==> config.mk <==
export PLATFORM = sky130hd
export DESIGN_NAME = cla_adder
export DESIGN_NICKNAME = d
export VERILOG_FILES = /design/src/rtl/cla_adder.sv
export SDC_FILE = /design/constraint.sdc
export NUM_CORES = 1
export LEC_CHECK = 0
export CAP_MARGIN = 20
export CORE_AREA = 2 2 39 41
export DETAILED_ROUTE_END_ITERATION = 8
export DIE_AREA = 0 0 41 43
export GPL_TIMING_DRIVEN = 0
export PLACE_DENSITY = 0.73
export SYNTH_ARGS = -nofsm -noshare
export SYNTH_HDL_FRONTEND = slang
export SYNTH_SLANG_ARGS = --single-unit
==> constraint.sdc <==
create_clock -name clk -period 0.8 [get_ports clk]
set_input_delay 0.12 -clock clk [delete_from_list [all_inputs] [get_ports clk]]
set_output_delay 0.12 -clock clk [all_outputs]
set_load 0.005 [all_outputs]
==> src/rtl/cla_adder.sv <==
// cla_adder: registered two-level carry-lookahead adder/subtractor.
// 4-bit lookahead groups, group-level lookahead across groups.
module cla_adder #(
    parameter int WIDTH = 4
) (
    input  logic             clk,
    input  logic             rst_n,
    input  logic [WIDTH-1:0] a,
    input  logic [WIDTH-1:0] b,
    input  logic             c_in,
    input  logic             mode,
    input  logic             in_valid,
    output logic [WIDTH-1:0] sum,
    output logic             c_out,
    output logic             overflow,
    output logic             out_valid
);

    localparam int NG = WIDTH / 4;

    logic [WIDTH-1:0] bx;
    logic [WIDTH-1:0] g;
    logic [WIDTH-1:0] p;
    logic [NG-1:0]    gg;
    logic [NG-1:0]    gp;
    logic [NG:0]      gc;
    logic [WIDTH:0]   c;

    logic [WIDTH-1:0] sum_d;
    logic             c_out_d;
    logic             ovf_d;

    logic [WIDTH-1:0] sum_q;
    logic             c_out_q;
    logic             ovf_q;
    logic             vld_q;

    assign bx = b ^ {WIDTH{mode}};
    assign g  = a & bx;
    assign p  = a ^ bx;

    // Per-group generate and propagate.
    always_comb begin
        gg = '0;
        gp = '0;
        for (int k = 0; k < NG; k++) begin
            gg[k] = g[4*k+3]
                  | (p[4*k+3] & g[4*k+2])
                  | (p[4*k+3] & p[4*k+2] & g[4*k+1])
                  | (p[4*k+3] & p[4*k+2] & p[4*k+1] & g[4*k]);
            gp[k] = &p[4*k +: 4];
        end
    end

    // Second-level lookahead: each group carry-in as a flat
    // sum-of-products over group G/P terms and c_in.
    always_comb begin
        logic acc;
        logic prod;
        gc    = '0;
        gc[0] = c_in;
        acc   = 1'b0;
        prod  = 1'b1;
        for (int k = 0; k < NG; k++) begin
            acc  = 1'b0;
            prod = 1'b1;
            for (int j = k; j >= 0; j--) begin
                acc  = acc | (prod & gg[j]);
                prod = prod & gp[j];
            end
            gc[k+1] = acc | (prod & c_in);
        end
    end

    // In-group carries from the group carry-in, no ripple.
    always_comb begin
        logic c0;
        c    = '0;
        c[0] = c_in;
        c0   = 1'b0;
        for (int k = 0; k < NG; k++) begin
            c0 = gc[k];
            c[4*k+1] = g[4*k] | (p[4*k] & c0);
            c[4*k+2] = g[4*k+1]
                     | (p[4*k+1] & g[4*k])
                     | (p[4*k+1] & p[4*k] & c0);
            c[4*k+3] = g[4*k+2]
                     | (p[4*k+2] & g[4*k+1])
                     | (p[4*k+2] & p[4*k+1] & g[4*k])
                     | (p[4*k+2] & p[4*k+1] & p[4*k] & c0);
            c[4*k+4] = gc[k+1];
        end
    end

    assign sum_d   = p ^ c[WIDTH-1:0];
    assign c_out_d = c[WIDTH];
    assign ovf_d   = c[WIDTH] ^ c[WIDTH-1];

    // Output registers load every cycle; out_valid tags meaningful data.
    always_ff @(posedge clk or negedge rst_n) begin
        if (!rst_n) begin
            sum_q   <= '0;
            c_out_q <= 1'b0;
            ovf_q   <= 1'b0;
            vld_q   <= 1'b0;
        end else begin
            sum_q   <= sum_d;
            c_out_q <= c_out_d;
            ovf_q   <= ovf_d;
            vld_q   <= in_valid;
        end
    end

    assign sum       = sum_q;
    assign c_out     = c_out_q;
    assign overflow  = ovf_q;
    assign out_valid = vld_q;

endmodule

==> flow_summary.toml <==
[synth]
ys_seq_elements = 7
synthSimpleGateAreaFrac_pct = 0.997
synth.cell_area_sq_um = 377
synth_flop_cell = "dfrtp_1"
synthMuxAreaShare_pct = 3.99
synth-edff-count = 0
synthTopCellsByArea = "dfrtp_1 (47%), xor2_1 (14%), ha_1 (13%), fa_1 (5.3%), a21o_2 (4.7%)"
yosysMostFrequentCell = "dfrtp_1"
async_reset_ff_share_pct = 100
syn_inst = 27
synth.avg_cell_area_sq_um = 13.9
synth_top_family_by_area = "adder cells"
synth_nets = 45
synth_common_cells = "dfrtp_1 (7), xor2_1 (6), ha_1 (4)"
synthAdderAreaFrac_pct = 18.6
synth_compound_area_share_pct = 13.6
yosysTopAreaCellShare_pct = 46.5
synth.distinct_cells = 12
yosysWarnings = 0
yosysTopAreaCell = "dfrtp_1"
ys_seq_area_share_pct = 46.5
synthXorXnorAreaFrac_pct = 16.3

[global_routing]
grt_pass1_vias = 365
track_usage_pct = 11.9
overflow = 0
grt_pass1_wl_um = 1400
grt_antenna_before_repair = 0
grt_max_degree = 8

[sta]
fin_crit_ns = 1.15
drv_slew = 0
rsz0062_at_grt = "true"
tightest_slew_ns = 0.298
finalHoldViolCount = 0
max_slew_margin_pct = 80.1
maxClockFrequency_mhz = 870
whs_ns = 0.131
fin_ws_ns = -0.349
period_share_pct = 144
setup_violations = 13

[floorplanning]
core_area_sq_mm = 0.00138
die_y_um = 43
start_util_pct = 27.2
pin_count = 20
rows = 14
die_w_um = 41
die_area_sq_mm = 0.00176

[routing]
post-route-drc-count = 0
drt-total-wl_um = 825
wl_per_cell_um = 11.3
drt_iter0_markers = 0
drt-pass1-iter-count = 1
vias = 312
ant_nets = 0
via_per_inst = 4.27

[place]
hpwl_um = 559
placed_area_sq_um = 621
port_buffers = 19
gp_routability_congestion = 0.626
dp_cells = 62

[layout]
syn_to_final_growth_pct = 96.3
drive_above_1_share_pct = 63.2
insertedDiodeCount = 0
final_cells = 73
final_nets = 76
finalInstanceArea_sq_um = 739

[status]
status = "finished with violations"
violations = "setup timing"

[run]
maxCapViolations = 0

[setup_path]
worstSetupStartpointType = "input port"
worstSetupStartpoint = "mode"
cp_max_fo = 4
critPathCaptureType = "flop"
required_ns = 0.92
path_class = "in2reg"
critical_path_arrival_ns = 1.27

[clock_network]
numCtsBuffers = 3
clkTransAtPathRegs_ns = 0.05
cts.sinks = 7
cts_buffer_depth = 2
cts_hold_buf = 0
root_buffer = "clkbuf_4"
tritoncts = "yes"
h-tree-depth = 1

[power_and_ir_drop]
p_total_mw = 1.27
power_density_mw_per_mm2 = 1710
peakVddDrop_mv = 0.624
power.leakage_nw = 0.334

[hold_path]
min_path_type = "in2async"
## worst max-delay path: stages
cell      delay (ns)
buf_12          0.12
xor2_4          0.18
ha_4            0.27
o21ai_2         0.06
o21bai_2        0.20
mux2_4          0.32
## layout make-up
cell class              count  area, sq um
flip-flops and latches      7          175
well taps                  16         20.0
fillers                   139          644
multi-input cells          20          302
clock buffers               4         26.3
repair buffers             26          216
## worst paths after layout
kind	to	slack, ns	cells after the start
min in group clk	out_valid$_DFF_PN0_	0.33	1
max	overflow$_DFF_PN0_	-0.35	6
max in group asynchronous	overflow$_DFF_PN0_	0.44	1
min	sum[2]$_DFF_PN0_	0.13	1
## report_power, final
part / switching [mW] / internal (mW)
registers: 0.0147 / 0.429
clock network: 0.111 / 0.189
logic: 0.210 / 0.312
total: 0.335 / 0.930
## kinds of logic after synthesis
family | count (synthesis)
AOI/OAI and AO/OA | 6
DFF | 7
xor gates and xnor gates | 7
and+or+nand+nor | 1
muxes | 1
adders and majority gates | 5
## repair_timing
action | CTS | global route
endpoints found under the setup margin | 13 | 13
gates cloned | 0 | 0
pin swaps | 15 | 7
buffers inserted | 7 | 2
gates resized for setup | 68 | 4
## registers in the layout (all words and copies together), names as in the netlist
register	count
c_out	1
overflow	1
sum	4
out_valid	1
## layout by cell type, fill, tap and decap left out, types with 2 or more instances in the layout
master           netlist  layout
xor2_4                 0       2
xor2_1                 6       3
clkbuf_4               0       3
clkdlybuf4s50_1        0       3
ha_4                   0       3
a21o_2                 2       2
buf_6                  0       2
buf_4                  0       5
dlygate4sd2_1          0       4
dfrtp_1                7       7
buf_2                  0       9
## per-stage QoR
step / utilization [%] / TNS [ns] / setup WS [ns]
after floorplan: - / -1.64 / -0.476
after global placement: 44.8 / -6.85 / -1.23
after detailed placement: 44.8 / -6.95 / -1.24
after CTS: 52.1 / -1.85 / -0.330
after global routing: 53.4 / -2.27 / -0.397
final: 53.4 / -1.82 / -0.349
## metal layers
layer | up-vias | global-route usage (%) | share of wire (%)
li1 | 152 | - | -
met4 | 0 | 6.00 | 0
met5 | - | 0 | 0
met2 | 18 | 22.2 | 59
met3 | 0 | 2.09 | 11
met1 | 142 | 11.0 | 30
No activity file was read; power rests on OpenSTA's default activity.
